## src/rtl/lsu_mem_ctrl_if.sv

```systemverilog
// Core-side request/response handshake plus the word-organised data memory
// bus of the load/store controller.
interface lsu_mem_ctrl_if #(
  parameter int ADDR_W = 32
);
  logic              req_valid;
  logic              req_ready;
  logic              req_we;
  logic [2:0]        req_funct3;
  logic [ADDR_W-1:0] req_addr;
  logic [31:0]       req_wdata;
  logic              resp_valid;
  logic              resp_ready;
  logic [31:0]       resp_rdata;
  logic              resp_err;
  logic              mem_en;
  logic              mem_we;
  logic [ADDR_W-3:0] mem_addr;
  logic [3:0]        mem_be;
  logic [31:0]       mem_wdata;
  logic [31:0]       mem_rdata;

  modport slave (
    input  req_valid, req_we, req_funct3, req_addr, req_wdata, resp_ready, mem_rdata,
    output req_ready, resp_valid, resp_rdata, resp_err,
           mem_en, mem_we, mem_addr, mem_be, mem_wdata
  );

  modport master (
    output req_valid, req_we, req_funct3, req_addr, req_wdata, resp_ready, mem_rdata,
    input  req_ready, resp_valid, resp_rdata, resp_err,
           mem_en, mem_we, mem_addr, mem_be, mem_wdata
  );
endinterface

```

## src/rtl/lsu_mem_ctrl.sv

```systemverilog
// Load/store controller: byte-addressed RV32I loads/stores onto a word memory,
// splitting word-crossing accesses into two beats and merging the load data.
module lsu_mem_ctrl #(
  parameter int ADDR_W      = 32,
  parameter bit MISALIGN_EN = 1'b1
) (
  input logic             clk,
  input logic             rst,
  lsu_mem_ctrl_if.slave   bus
);

  typedef enum logic [2:0] {IDLE, B0, B1, DONE, RESP} state_t;

  state_t            state;
  logic              req_ready;
  logic              resp_valid;
  logic              resp_err;
  logic [31:0]       resp_rdata;
  logic              mem_en;
  logic              mem_we;
  logic [ADDR_W-3:0] mem_addr;
  logic [3:0]        mem_be;
  logic [31:0]       mem_wdata;

  logic              we_q;
  logic [2:0]        funct3_q;
  logic [1:0]        off_q;
  logic              split_q;
  logic [3:0]        be_hi_q;
  logic [31:0]       wd_hi_q;
  logic [31:0]       lo_buf;

  logic [3:0]        size_m;
  logic [7:0]        be64;
  logic [31:0]       wmask;
  logic [63:0]       wd64;
  logic              split;
  logic              illegal;

  always_comb begin
    size_m = 4'b0000;
    case (bus.req_funct3[1:0])
      2'd0:    size_m = 4'b0001;
      2'd1:    size_m = 4'b0011;
      2'd2:    size_m = 4'b1111;
      default: size_m = 4'b0000;
    endcase
    be64    = {4'b0000, size_m} << bus.req_addr[1:0];
    wmask   = {{8{size_m[3]}}, {8{size_m[2]}}, {8{size_m[1]}}, {8{size_m[0]}}};
    wd64    = {32'b0, bus.req_wdata & wmask} << {bus.req_addr[1:0], 3'b000};
    split   = |be64[7:4];
    illegal = bus.req_we ? (bus.req_funct3 > 3'd2)
                         : ((bus.req_funct3 == 3'd3) || (bus.req_funct3 > 3'd5));
  end

  // Split loads hold beat 0 in lo_buf; beat 1 (or the only beat) arrives in DONE.
  logic [31:0] lo, hi, raw, ld;
  always_comb begin
    lo  = split_q ? lo_buf : bus.mem_rdata;
    hi  = split_q ? bus.mem_rdata : '0;
    raw = 32'({hi, lo} >> {off_q, 3'b000});
    case (funct3_q)
      3'd0:    ld = {{24{raw[7]}}, raw[7:0]};
      3'd1:    ld = {{16{raw[15]}}, raw[15:0]};
      3'd4:    ld = {24'b0, raw[7:0]};
      3'd5:    ld = {16'b0, raw[15:0]};
      default: ld = raw;
    endcase
  end

  always_ff @(posedge clk) begin
    if (rst) begin
      state      <= IDLE;
      req_ready  <= 1'b0;
      resp_valid <= 1'b0;
      resp_err   <= 1'b0;
      resp_rdata <= '0;
      mem_en     <= 1'b0;
      mem_we     <= 1'b0;
      mem_addr   <= '0;
      mem_be     <= '0;
      mem_wdata  <= '0;
    end else begin
      case (state)
        IDLE: begin
          req_ready <= 1'b1;
          if (bus.req_valid && req_ready) begin
            req_ready <= 1'b0;
            we_q      <= bus.req_we;
            funct3_q  <= bus.req_funct3;
            off_q     <= bus.req_addr[1:0];
            split_q   <= split;
            be_hi_q   <= be64[7:4];
            wd_hi_q   <= wd64[63:32];
            if (illegal || (split && !MISALIGN_EN)) begin
              resp_err   <= 1'b1;
              resp_rdata <= '0;
              resp_valid <= 1'b1;
              state      <= RESP;
            end else begin
              resp_err  <= 1'b0;
              mem_en    <= 1'b1;
              mem_we    <= bus.req_we;
              mem_addr  <= bus.req_addr[ADDR_W-1:2];
              mem_be    <= be64[3:0];
              mem_wdata <= wd64[31:0];
              state     <= B0;
            end
          end
        end
        B0: begin
          if (split_q) begin
            mem_addr  <= mem_addr + {{(ADDR_W-3){1'b0}}, 1'b1};
            mem_be    <= be_hi_q;
            mem_wdata <= wd_hi_q;
            state     <= B1;
          end else begin
            mem_en    <= 1'b0;
            mem_we    <= 1'b0;
            mem_be    <= '0;
            mem_wdata <= '0;
            state     <= DONE;
          end
        end
        B1: begin
          lo_buf    <= bus.mem_rdata;
          mem_en    <= 1'b0;
          mem_we    <= 1'b0;
          mem_be    <= '0;
          mem_wdata <= '0;
          state     <= DONE;
        end
        DONE: begin
          resp_rdata <= we_q ? '0 : ld;
          resp_valid <= 1'b1;
          state      <= RESP;
        end
        RESP: begin
          if (bus.resp_ready) begin
            resp_valid <= 1'b0;
            req_ready  <= 1'b1;
            state      <= IDLE;
          end
        end
        default: state <= IDLE;
      endcase
    end
  end

  assign bus.req_ready  = req_ready;
  assign bus.resp_valid = resp_valid;
  assign bus.resp_err   = resp_err;
  assign bus.resp_rdata = resp_rdata;
  assign bus.mem_en     = mem_en;
  assign bus.mem_we     = mem_we;
  assign bus.mem_addr   = mem_addr;
  assign bus.mem_be     = mem_be;
  assign bus.mem_wdata  = mem_wdata;

endmodule

```

## src/flat_wrapper.sv

```systemverilog
// flat-port wrapper written by rule: the top's interface ports become plain ports
module lsu_mem_ctrl_flat 
#(
  parameter int ADDR_W      = 32,
  parameter bit MISALIGN_EN = 1'b1
)
  (clk, rst, bus_req_valid, bus_req_we, bus_req_funct3, bus_req_addr, bus_req_wdata, bus_resp_ready, bus_mem_rdata, bus_req_ready, bus_resp_valid, bus_resp_rdata, bus_resp_err, bus_mem_en, bus_mem_we, bus_mem_addr, bus_mem_be, bus_mem_wdata);
  lsu_mem_ctrl_if #(.ADDR_W(ADDR_W)) bus_i ();
  input logic clk;
  input logic rst;
  input wire logic [$bits(bus_i.req_valid)-1:0] bus_req_valid;
  input wire logic [$bits(bus_i.req_we)-1:0] bus_req_we;
  input wire logic [$bits(bus_i.req_funct3)-1:0] bus_req_funct3;
  input wire logic [$bits(bus_i.req_addr)-1:0] bus_req_addr;
  input wire logic [$bits(bus_i.req_wdata)-1:0] bus_req_wdata;
  input wire logic [$bits(bus_i.resp_ready)-1:0] bus_resp_ready;
  input wire logic [$bits(bus_i.mem_rdata)-1:0] bus_mem_rdata;
  output wire logic [$bits(bus_i.req_ready)-1:0] bus_req_ready;
  output wire logic [$bits(bus_i.resp_valid)-1:0] bus_resp_valid;
  output wire logic [$bits(bus_i.resp_rdata)-1:0] bus_resp_rdata;
  output wire logic [$bits(bus_i.resp_err)-1:0] bus_resp_err;
  output wire logic [$bits(bus_i.mem_en)-1:0] bus_mem_en;
  output wire logic [$bits(bus_i.mem_we)-1:0] bus_mem_we;
  output wire logic [$bits(bus_i.mem_addr)-1:0] bus_mem_addr;
  output wire logic [$bits(bus_i.mem_be)-1:0] bus_mem_be;
  output wire logic [$bits(bus_i.mem_wdata)-1:0] bus_mem_wdata;
  assign bus_i.req_valid = bus_req_valid;
  assign bus_i.req_we = bus_req_we;
  assign bus_i.req_funct3 = bus_req_funct3;
  assign bus_i.req_addr = bus_req_addr;
  assign bus_i.req_wdata = bus_req_wdata;
  assign bus_i.resp_ready = bus_resp_ready;
  assign bus_i.mem_rdata = bus_mem_rdata;
  assign bus_req_ready = bus_i.req_ready;
  assign bus_resp_valid = bus_i.resp_valid;
  assign bus_resp_rdata = bus_i.resp_rdata;
  assign bus_resp_err = bus_i.resp_err;
  assign bus_mem_en = bus_i.mem_en;
  assign bus_mem_we = bus_i.mem_we;
  assign bus_mem_addr = bus_i.mem_addr;
  assign bus_mem_be = bus_i.mem_be;
  assign bus_mem_wdata = bus_i.mem_wdata;
  lsu_mem_ctrl #(.ADDR_W(ADDR_W), .MISALIGN_EN(MISALIGN_EN)) u_core (.clk(clk), .rst(rst), .bus(bus_i));
endmodule
```

## config.mk

```make
export PLATFORM = sky130hd
export DESIGN_NAME = lsu_mem_ctrl_flat
export DESIGN_NICKNAME = d
export VERILOG_FILES = /design/src/rtl/lsu_mem_ctrl_if.sv /design/src/rtl/lsu_mem_ctrl.sv /design/src/flat_wrapper.sv
export SDC_FILE = /design/constraint.sdc
export NUM_CORES = 1
export LEC_CHECK = 0
export ABC_AREA = 1
export CORE_MARGIN = 4
export CORE_UTILIZATION = 35
export CTS_BUF_LIST = sky130_fd_sc_hd__clkbuf_8
export CTS_CLUSTER_DIAMETER = 120
export DETAILED_ROUTE_END_ITERATION = 16
export GPL_TIMING_DRIVEN = 1
export PLACE_DENSITY = 0.69
export REMOVE_ABC_BUFFERS = 1
export SLEW_MARGIN = 20
export SYNTH_ARGS = -nofsm -noshare
export SYNTH_HDL_FRONTEND = slang
export SYNTH_SLANG_ARGS = --single-unit
export TNS_END_PERCENT = 5
```

## constraint.sdc

```tcl
create_clock -name clk -period 4.8 [get_ports clk]
set_clock_uncertainty 0.1 [all_clocks]
set_input_delay 0.96 -clock clk [delete_from_list [all_inputs] [get_ports clk]]
set_output_delay 0.96 -clock clk [all_outputs]
set_load 0.03 [all_outputs]
```

# Word level (Yosys, flattened, before mapping)
# Cells that the tools add are included.
# word_totals
ff_bits	181
in_bits	104
out_inout_bits	103
wordCells	103
# op_classes
add_sub_neg	1
n_lt_le_gt_ge	2
eq_ne	16
shift	3
n_mux	41
bitwise_logic	2
reduce_logical	21
# op_table
op	n
32-bit 2-to-1 mux	8
32-bit one-hot mux with 4 select lines	1
32-bit one-hot mux with 3 select lines	1
30-bit 2-to-1 mux	3
32-bit one-hot mux with 2 select lines	1
32-bit by 5-bit << shifter with 64-bit output	1
64-bit by 5-bit >> shifter with 32-bit output	1
30-bit one-hot mux with 2 select lines	1
32-bit bitwise AND	1
30-bit by 1-bit adder with 30-bit output (second input constant)	1
4-bit one-hot mux with 3 select lines	2
3-bit one-hot mux with 5 select lines	1
1-bit 2-to-1 mux	13
4-bit 2-to-1 mux	3
4-bit AND reduction	3
3-bit by 2-bit == test with 1-bit output (second input constant)	3
3-bit == test (second input constant)	3
3-bit 2-to-1 mux	3
1-bit one-hot mux with 3 select lines	3
3-bit AND reduction	3
2-bit AND reduction	4
4-bit by 2-bit << shifter with 8-bit output	1
3-bit by 1-bit == test with 1-bit output (second input constant)	2
3-bit zero test	2
14 further kinds	21

# Logic depth before layout (Yosys ltp)
# Gate-level depths: netlist (run 1).
# depth
ltp_word	7
ltp_mapped	13
depth_no_buf	11

# Worst setup path before layout (run 1)
# No wires, ideal clock.
# synth_timing
kind	input -> register
start	in rst
end	reg u_core.be_hi_q[0] (enable)
setup_ns	0.425
t_arrival_ns	2.821
required_time_ns	4.275
setup_slack_ns	1.454
path_stages	3
path_buffers	2
path_cell_list	clkbuf_1 > clkbuf_1 > nor2_1
# synth_via
elab_chain_cells	2
# synth_lines
item	line	source
from (decl)	flat_wrapper.sv:10	input logic rst;
1-bit inverter (no source line)	n/a	
3-bit AND reduction (no source line)	n/a	
to (signal assigned)	lsu_mem_ctrl.sv:93	be_hi_q <= be64[7:4];
to (decl)	lsu_mem_ctrl.sv:29	logic [3:0] be_hi_q;
# No other way between the ends.
# A chain may end at the register's enable or synchronous reset.

# Final worst setup path (run 1)
# layout_timing
start	in bus_req_funct3[1]
end	reg u_core.mem_addr[5], in the netlist u_core.bus.mem_addr[5]
# layout_via
elab_chain_cells	5
# layout_lines
item	line	source
from (decl)	flat_wrapper.sv:13	input wire logic [$bits(bus_i.req_funct3)-1:0] bus_req_funct3;
3-bit > comparator or 3-bit by 2-bit == test with 1-bit output (tied branches)	lsu_mem_ctrl.sv:53	: ((bus.req_funct3 == 3'd3) || (bus.req_funct3 > 3'd5));
1-bit logical OR	lsu_mem_ctrl.sv:53	
1-bit 2-to-1 mux (*)	lsu_mem_ctrl.sv:52	illegal = bus.req_we ? (bus.req_funct3 > 3'd2)
2-bit != test (no source line) (*)	n/a	
4-bit AND reduction (no source line) (*)	n/a	
to (signal assigned)	lsu_mem_ctrl.sv:104	mem_addr <= bus.req_addr[ADDR_W-1:2];
to (signal assigned)	lsu_mem_ctrl.sv:113	mem_addr <= mem_addr + {{(ADDR_W-3){1'b0}}, 1'b1};
to (decl)	lsu_mem_ctrl.sv:21	logic [ADDR_W-3:0] mem_addr;
# Every way passes the cells marked *; elsewhere a longest branch is shown, timed or not.

==> results of run 1 <==
==> layer usage <==
metal  global-route usage  vias to the layer above  share of wire
li1                     -                     5046              -
met2               0.3400                      348           0.47
met3              0.04176                       38          0.070
met1               0.2648                     4738           0.44
met4              0.05859                        0          0.015
met5                    0                        -              0
==> how the worst min path moves through the flow <==
stage                                 end  slack, ps  depth (start not counted)
global route        u_core.bus.resp_valid        400                          2
floorplan            u_core.bus.mem_be[2]        430                          2
finish              u_core.bus.resp_valid        360                          2
CTS                 u_core.bus.resp_valid        360                          2
detailed placement  u_core.bus.resp_valid        350                          2
global placement    u_core.bus.resp_valid        340                          2
==> state kept, by name, summed over array words and instances, names as in the netlist, 2 cells and up <==
name                   cells
u_core.bus.mem_addr       30
u_core.bus.mem_be          4
u_core.off_q               2
u_core.be_hi_q             3
u_core.bus.mem_wdata      32
u_core.state               3
u_core.bus.resp_rdata     32
u_core.wd_hi_q            24
u_core.lo_buf             32
u_core.funct3_q            3
==> synth_stat cells (2+ instances only) <==
| cell type | count |
|---|---|
| clkbuf_1 | 28 |
| o22ai_1 | 8 |
| inv_2 | 8 |
| o21ai_1 | 25 |
| nand3_1 | 166 |
| o31ai_1 | 5 |
| a22oi_1 | 9 |
| nor2_2 | 3 |
| nand4_1 | 3 |
| o211ai_1 | 13 |
| clkinv_1 | 2 |
| nor2_4 | 2 |
| buf_4 | 10 |
| nand3_2 | 3 |
| dfxtp_1 | 106 |
| ha_1 | 5 |
| edfxtp_1 | 66 |
| o21ai_0 | 81 |
| buf_1 | 6 |
| nand2_2 | 5 |
| a22o_1 | 6 |
| buf_6 | 9 |
| nand2_1 | 436 |
| a31oi_1 | 8 |
| or2_2 | 3 |
| a21oi_1 | 110 |
| buf_2 | 30 |
| inv_1 | 94 |
| nor2_1 | 178 |
==> power groups by stage <==
stage | sequential [mW] | clock [mW] | combinational [mW]
5_1_grt | 1.88 | 1.19 | 1.67
2_1_floorplan | 2.14 | 0 | 0.605
3_5_place_dp | 1.88 | 0 | 1.53
6_report | 1.85 | 1.11 | 1.52
4_1_cts | 1.85 | 1.14 | 1.53
3_3_place_gp | 1.88 | 0 | 1.51
==> layout make-up <==
class | instances | area (um^2) | share of cell area
clock inverters | 15 | 188.9 | 0.01520
clock buffers | 17 | 234.0 | 0.01883
flip-flops and latches | 172 | 4104 | 0.3302
multi-input cells | 1077 | 4868 | 0.3917
inverters | 104 | 390.4 | 0.03141
repair buffers | 221 | 2170 | 0.1746
well taps | 378 | 473.0 | 0.03805
==> logic make-up (layout without fill, tap and decap cells) <==
| logic type | Yosys count | count (layout) | synth area share |
|---|---|---|---|
| adders and majority gates | 5 | 5 | 0.006379 |
| buffers and inverters | 187 | 357 | 0.08612 |
| and+or+nand+nor | 804 | 804 | 0.3400 |
| AOI/OAI and AO/OA | 268 | 268 | 0.1490 |
| DFF | 172 | 172 | 0.4185 |
==> worst max-delay path, cell delays in order <==
cell	delay, ps
clkdlybuf4s50_1	600
ha_1	570
inv_1	150
nand2_1	90
nand3_1	130
nand3_2	130
nand3_2	350
inv_2	420
o21ai_0	170
a21oi_1	150
==> results_dict.tcl, run 1 <==
set metrics [dict create \
    min_period_ps 3429 \
    grt_pass1_wl_mm 51.03 \
    cts_root_buf "clkbuf_8" \
    min_period_over_period 0.7144 \
    utilization 0.4486 \
    outcome "finished clean" \
    fin_area_um2 12430 \
    finalSetupViolations 0 \
    slew_viol_final 0 \
    cts_resized 0 \
    fin_nets 1702 \
    fp.coreArea_um2 27710 \
    cp-end-kind "flop" \
    place.gp.congestion 0.8960 \
    fillers 2836 \
    startpoint "bus_req_funct3[1]" \
    hold_viol 0 \
    ys_ff_latch 172 \
    async_flop_share 0 \
    num_rows 61 \
    grt_usage 0.2025 \
    first_global_vias 9829 \
    hold_start "u_core.bus.resp_valid" \
    startpoint_type "input pin" \
    routed_wl_mm 31.92 \
    dp_slack_ps 891.4 \
    drc 0 \
    swShare 0.3969 \
    grt_max_degree 64 \
    cts_setup_buffers 0 \
    via_per_inst 5.126 \
    worst_slack_ps 1371 \
    fp.dieW_um 175.4 \
    syn2layout_area_growth_pct 26.73 \
    htree_num_levels 4 \
    layout_common_cells "nand2_1 (436), clkdlybuf4s50_1 (205), nor2_1 (176)" \
    netlist_area_um2 9807 \
    r2r-end "u_core.bus.resp_rdata[20]" \
    vias 10170 \
    switching_power_mw 1.782 \
    initial_core_util 0.3540 \
    fmax_mhz 291.6 \
    dr.pass1.iters 6 \
    dp.cells 1952 \
    rsz0062_at_grt "no" \
    drive_above_1_share 0.04857 \
    hp-class "reg -> reg" \
    placed_cell_area_um2 12010 \
    die_area_um2 30760 \
    overflow 0 \
    cts_buffer_depth 2 \
    syn_avg_cell_area_um2 6.829 \
    clock-sinks 172 \
    powerDensity_nw_per_um2 361.3 \
    pwr-share-clk 0.248 \
    r2r_start "u_core.off_q[1]" \
    final.setup.tns_ps 0 \
    cts_tree "done" \
    ant_nets 0 \
    synth_ff_type "dfxtp_1" \
    pwr-share-seq 0.413 \
    port_buffers 206 \
    hpwl_mm 21.76 \
    dieHeight_um 175.4 \
    intPower_mw 2.708 \
    vdd_drop_max_mv 0.2226 \
    cp_max_fo 22 \
    r2r_cells 8 \
    synth_cells 1436 \
    n_antenna_cell 0 \
    wl_per_cell_um 16.09 \
    drt_iter0_markers 1037 \
    drv_cap 0 \
    hold_ws_ps 361.5 \
    rrSetupSlack_ps 1790 \
    ctsHoldBuffers 0 \
    worst_pin_slew_ps 1053 \
    yosysTopAreaCell "dfxtp_1" \
    yosysWarnings 0 \
    clk_pin_slew_ps 90 \
    arrival_ps 3740 \
    p_total_mw 4.490 \
    synth_cell_types 37 \
    clock_latency_ps 480 \
    synth.area.top_cells "dfxtp_1 (22%), edfxtp_1 (20%), nand2_1 (17%), nand3_1 (8.5%), nor2_1 (6.8%)" \
    instances_no_fill 1984 \
    synth-edff-count 66 \
    antenna_found_initial 0 \
    crit_required_ps 5110 \
    combPwrFrac 0.339 \
    p_leak_nw 4.763 \
    yosysTopAreaCellShare 0.2164 \
    worstSetupPathType "in -> reg" \
    io_pins 207 \
    ys_seq_area_frac 0.4185 \
    cts_buffers 17 \
    slew_headroom 0.2962 \
    crit_end "u_core.bus.mem_addr[5]" \
    final_common_cell "nand2_1" \
]
Power figures use the tool's default switching activity.
==> run 2: changes to the inputs <==
Clock period 4.8 ns to 3.52 ns, I/O delays scaled along.
==> run 2 against run 1 <==
Effect of this change:
- flip-flop and latch count is the same
- setup slack worse by 540 ps
- total power increased by 37%
- critical endpoint is now u_core.bus.mem_addr[9]
- core utilization is 0.42 points higher
- non-clock buffer count is 12 higher
- global-route usage shrank 0.13 points
- clock-buffer cell count is the same
- cell count is 0.60% higher
- via count rose by 0.87%
==> results_dict.tcl, run 2 (same netlist as run 1, synthesis figures left out) <==
set metrics [dict create \
    syn2layout_area_growth_pct 27.93 \
    r2r_start "u_core.split_q" \
    cp_max_fo 22 \
    via_per_inst 5.139 \
    wl_met1_mm 13.76 \
    cp_cell_sequence "clkdlybuf4s50_1, ha_1, inv_1, nand2_1, nand3_1, nand3_2, nand3_2, inv_2, o21ai_0, a21oi_1" \
    fillers 2809 \
    routed_wl_mm 31.61 \
    rsz0062_at_grt "no" \
    cts_setup_buffers 0 \
    dr.pass1.iters 8 \
    io_pins 207 \
    grt_usage 0.2012 \
    hp-class "reg -> reg" \
    layout_common_cells "nand2_1 (436), clkdlybuf4s50_1 (205), nor2_1 (176)" \
    hold_ws_ps 356.8 \
    ant_nets 0 \
    slew_headroom 0.5656 \
    combPwrFrac 0.343 \
    vdd_drop_max_mv 0.3131 \
    fp.coreArea_um2 27710 \
    ctsHoldBuffers 0 \
    min_period_over_period 0.7638 \
    wl_per_cell_um 15.83 \
    port_buffers 206 \
    min_period_ps 2688 \
    dp_slack_ps 327.9 \
    drv_cap 0 \
    clk_pin_slew_ps 90 \
    startpoint_type "input pin" \
    crit_family "buffers and inverters" \
    cp-end-kind "flop" \
    cpMostUsedCell "nand3_2" \
    reg_top3 "u_core.bus.mem_wdata: 32 flops, u_core.bus.resp_rdata: 32 flops, u_core.lo_buf: 32 flops" \
    worst_slack_ps 831.6 \
    clock-sinks 172 \
    hold_viol 0 \
    drive_above_1_share 0.05562 \
    htree_num_levels 4 \
    arrival_ps 2980 \
    overflow 0 \
    outcome "finished clean" \
    dr_wl_met2_mm 14.67 \
    cts_root_buf "clkbuf_8" \
    fmax_mhz 372.0 \
    worstSetupPathType "in -> reg" \
    finalSetupViolations 0 \
    grt_pass1_wl_mm 51.00 \
    slew_viol_final 0 \
    fp.dieW_um 175.4 \
    cts_buffers 17 \
    drc 0 \
    clock_latency_ps 470 \
    swShare 0.3868 \
    drt_iter0_markers 1059 \
    dr_wl_met3_mm 2.586 \
    place.gp.congestion 0.8753 \
    cp.buffers_inverters 3 \
    n_antenna_cell 0 \
    startpoint "bus_req_funct3[1]" \
    fin_nets 1714 \
    worst_pin_slew_ps 651.0 \
    pwr-share-seq 0.409 \
    cts_buffer_depth 2 \
    dieHeight_um 175.4 \
    cts_resized 0 \
    grt_max_degree 45 \
    vias 10260 \
    initial_core_util 0.3540 \
    hpwl_mm 21.92 \
    final.setup.tns_ps 0 \
    p_leak_nw 4.838 \
    hold_start "u_core.bus.resp_valid" \
    num_rows 61 \
    crit_required_ps 3810 \
    die_area_um2 30760 \
    intPower_mw 3.780 \
    max_stage_delay_ps 580 \
    powerDensity_nw_per_um2 491.3 \
    first_global_vias 9727 \
    cts_tree "done" \
    antenna_found_initial 0 \
    dr.max_layer_used "met4" \
    final_common_cell "nand2_1" \
    pwr-share-clk 0.248 \
    switching_power_mw 2.384 \
    crit_slowest_cell "clkdlybuf4s50_1" \
]
==> run 2: cell types whose count changed in the layout (fill, tap and decap cells not counted), sizes merged <==
| cell | previous run | this run |
|---|---|---|
| buf | 16 | 28 |
| bufinv | 1 | 2 |
| clkinvlp | 1 | 0 |
==> run 2: power groups by stage <==
| stage | registers (mW) | clock network [mW] | logic, mW |
|---|---|---|---|
| 2_1_floorplan | 2.91 | 0 | 0.824 |
| 6_report | 2.52 | 1.53 | 2.12 |
| 4_1_cts | 2.52 | 1.57 | 2.13 |
| 3_3_place_gp | 2.56 | 0 | 2.10 |
| 3_5_place_dp | 2.56 | 0 | 2.12 |
| 5_1_grt | 2.55 | 1.65 | 2.32 |
==> run 2: layout make-up <==
type / count / area [um^2] / share of cell area
Sequential cell: 172 / 4104 / 0.3271
Multi-Input combinational cell: 1077 / 4868 / 0.3881
Clock buffer: 17 / 234.0 / 0.01865
Timing Repair Buffer: 233 / 2285 / 0.1821
Clock inverter: 15 / 191.4 / 0.01526
Tap cell: 378 / 473.0 / 0.03770
Inverter: 104 / 390.4 / 0.03112
==> run 2: worst register-to-register path: cells and delay by family (launching register included) <==
| kind | cells | cell delay [ps] |
|---|---|---|
| flops | 1 | 340 |
| compound gates | 1 | 150 |
| buf+inv | 2 | 690 |
| simple gates | 7 | 1020 |
==> run 2: path summary, 6_finish.rpt <==
check / endpoint / slack (ps) / cells past startpoint
max: u_core.bus.mem_addr[9] / 830 / 10
max reg2reg: u_core.bus.resp_rdata[24] / 1140 / 10
min reg2reg: u_core.bus.resp_valid / 360 / 2
min: u_core.bus.resp_valid / 360 / 2
==> run 2: per-layer routing <==
metal | vias to the layer above | global-route usage
met5 | - | 0
met4 | 0 | 0.05434
met3 | 50 | 0.04778
met2 | 435 | 0.3253
met1 | 4703 | 0.2712
li1 | 5070 | -
==> run 2: metrics by stage <==
stage / util / power [mW] / std cells / area, um^2
after floorplan: - / 3.739 / 1353 / 9353
after global placement: 0.4375 / 4.657 / 1964 / 12120
after detailed placement: 0.4375 / 4.678 / 1964 / 12120
after CTS: 0.4528 / 6.214 / 1996 / 12550
after global routing: 0.4528 / 6.523 / 1996 / 12550
final: 0.4528 / 6.164 / 1996 / 12550
==> run 3: changes to the inputs <==
Clock period 3.52 ns to 2.74 ns, I/O delays scaled along.
==> run 3 against run 2 <==
Effect of this change:
- non-clock buffer count up 12
- sequential power up 29%
- via count down 0.13%
- global-route usage up 0.32 points
- routed wire length up 0.73%
- core utilization up 0.54 points
- die area unchanged
- setup slack worse by 440 ps
- highest routed layer unchanged
- flip-flop and latch count unchanged
- combinational power up 31%
- clock-buffer cell count unchanged
- clock power up 27%
==> results_dict.tcl, run 3 (same netlist as run 1, synthesis figures left out) <==
set metrics [dict create \
    outcome "finished clean" \
    p_total_mw 7.958 \
    intPower_mw 4.831 \
    grt_max_degree 53 \
    fp.dieW_um 175.4 \
    crit_family "simple AND/OR/NAND/NOR gates" \
    ctsHoldBuffers 0 \
    cts_setup_buffers 0 \
    io_pins 207 \
    clk_pin_slew_ps 100 \
    cts_buffers 17 \
    cpMostUsedCell "nand2_1" \
    cts_tree "done" \
    crit_required_ps 2990 \
    first_global_vias 9849 \
    min_period_ps 2347 \
    syn2layout_area_growth_pct 29.45 \
    routed_wl_mm 31.84 \
    ant_nets 0 \
    htree_num_levels 4 \
    dr.pass1.iters 6 \
    final_common_cell "nand2_1" \
    slew_viol_final 0 \
    num_rows 61 \
    port_buffers 206 \
    cp_cell_sequence "inv_2, nand2_1, nand3_1, nand3_1, nand2_1, nand2_2, nand3_4, nand2_1, a21oi_1" \
    vdd_drop_max_mv 0.3331 \
    rsz0062_at_grt "no" \
    drc 0 \
    drv_cap 0 \
    combPwrFrac 0.348 \
    fmax_mhz 426.1 \
    fp.coreArea_um2 27710 \
    grt_pass1_wl_mm 51.80 \
    worstSetupPathType "reg -> reg" \
    die_area_um2 30760 \
    crit_slowest_cell "edfxtp_1" \
    initial_core_util 0.3540 \
    max_stage_delay_ps 710 \
    finalSetupViolations 0 \
    slew_headroom 0.5364 \
    pwr-share-seq 0.408 \
    cts_buffer_depth 2 \
    pwr-share-clk 0.244 \
    cp.buffers_inverters 1 \
    powerDensity_nw_per_um2 626.8 \
    layout_common_cells "nand2_1 (436), clkdlybuf4s50_1 (205), nor2_1 (176)" \
    reg_top3 "u_core.bus.mem_wdata: 32 flops, u_core.bus.resp_rdata: 32 flops, u_core.lo_buf: 32 flops" \
    clock-sinks 172 \
    drive_above_1_share 0.06258 \
    via_per_inst 5.100 \
    cp_max_fo 16 \
    hp-class "reg -> reg" \
    clock_latency_ps 480 \
    cts_root_buf "clkbuf_8" \
    worst_pin_slew_ps 694.6 \
    drt_iter0_markers 1029 \
    vias 10250 \
    final.setup.tns_ps 0 \
    dieHeight_um 175.4 \
    startpoint_type "flop" \
    p_leak_nw 4.908 \
    hpwl_mm 22.42 \
    cp-end-kind "flop" \
    antenna_found_initial 1 \
    fin_nets 1726 \
    overflow 0 \
    grt_usage 0.2043 \
    arrival_ps 2600 \
    place.gp.congestion 0.9033 \
    hold_viol 0 \
    wl_per_cell_um 15.85 \
    cts_resized 0 \
    switching_power_mw 3.126 \
    swShare 0.3929 \
    min_period_over_period 0.8564 \
]
==> run 3: cell count changes in the layout (fill, tap and decap cells not counted), sizes merged <==
cell	delta
clkinv	+4
diode	+1
bufinv	-1
inv	-3
buf	+12
==> run 3: power groups by stage <==
stage	Clock (mW)	Sequential, mW	Combinational [mW]
3_3_place_gp	0	3.30	2.75
4_1_cts	1.99	3.25	2.79
3_5_place_dp	0	3.30	2.78
6_report	1.94	3.25	2.77
5_1_grt	2.09	3.29	3.04
2_1_floorplan	0	3.74	1.06
==> run 3: worst register-to-register path: cells and delay by family, from the launching register on <==
| kind | cells | cell delay (ps) |
|---|---|---|
| DFF | 1 | 710 |
| AOI/OAI and AO/OA | 1 | 70 |
| and+or+nand+nor | 7 | 1090 |
| buffers and inverters | 1 | 250 |
==> run 3: cell type report <==
class	instances	area, um^2
Fill cell	2811	15010
Multi-Input combinational cell	1077	4868
Sequential cell	172	4104
Timing Repair Buffer	245	2425
Tap cell	378	473.0
Inverter	104	390.4
Clock buffer	17	234.0
Clock inverter	15	197.7
Antenna cell	1	2.502
==> run 3: metal layers <==
metal	track usage	vias to the layer above	wire [um]
met5	0	-	0
met4	0.04877	0	573
met3	0.04391	40	2284
met2	0.3356	393	14710
met1	0.2767	4712	14260
li1	-	5100	-
==> run 3: final timing paths <==
path / startpoint / endpoint / slack, ps / cells past startpoint
worst min-delay path: u_core.bus.resp_valid / u_core.bus.resp_valid / 370 / 2
worst max-delay path: u_core.split_q / u_core.bus.resp_rdata[17] / 390 / 9
worst min register to register: u_core.bus.resp_valid / u_core.bus.resp_valid / 370 / 2
worst max register to register: u_core.split_q / u_core.bus.resp_rdata[17] / 390 / 9
==> run 3: through the flow <==
stage               instance area (um^2)  cells    util  worst slack (ps)  hold slack (ps)
finish                             12690   2009  0.4582             393.4            370.5
global route                       12690   2009  0.4582             140.6            397.4
CTS                                12690   2008  0.4581             360.2            365.9
detailed placement                 12260   1976  0.4425             106.4            350.4
global placement                   12260   1976  0.4425             140.3            342.7
floorplan                           9353   1353       -            -113.7            427.6
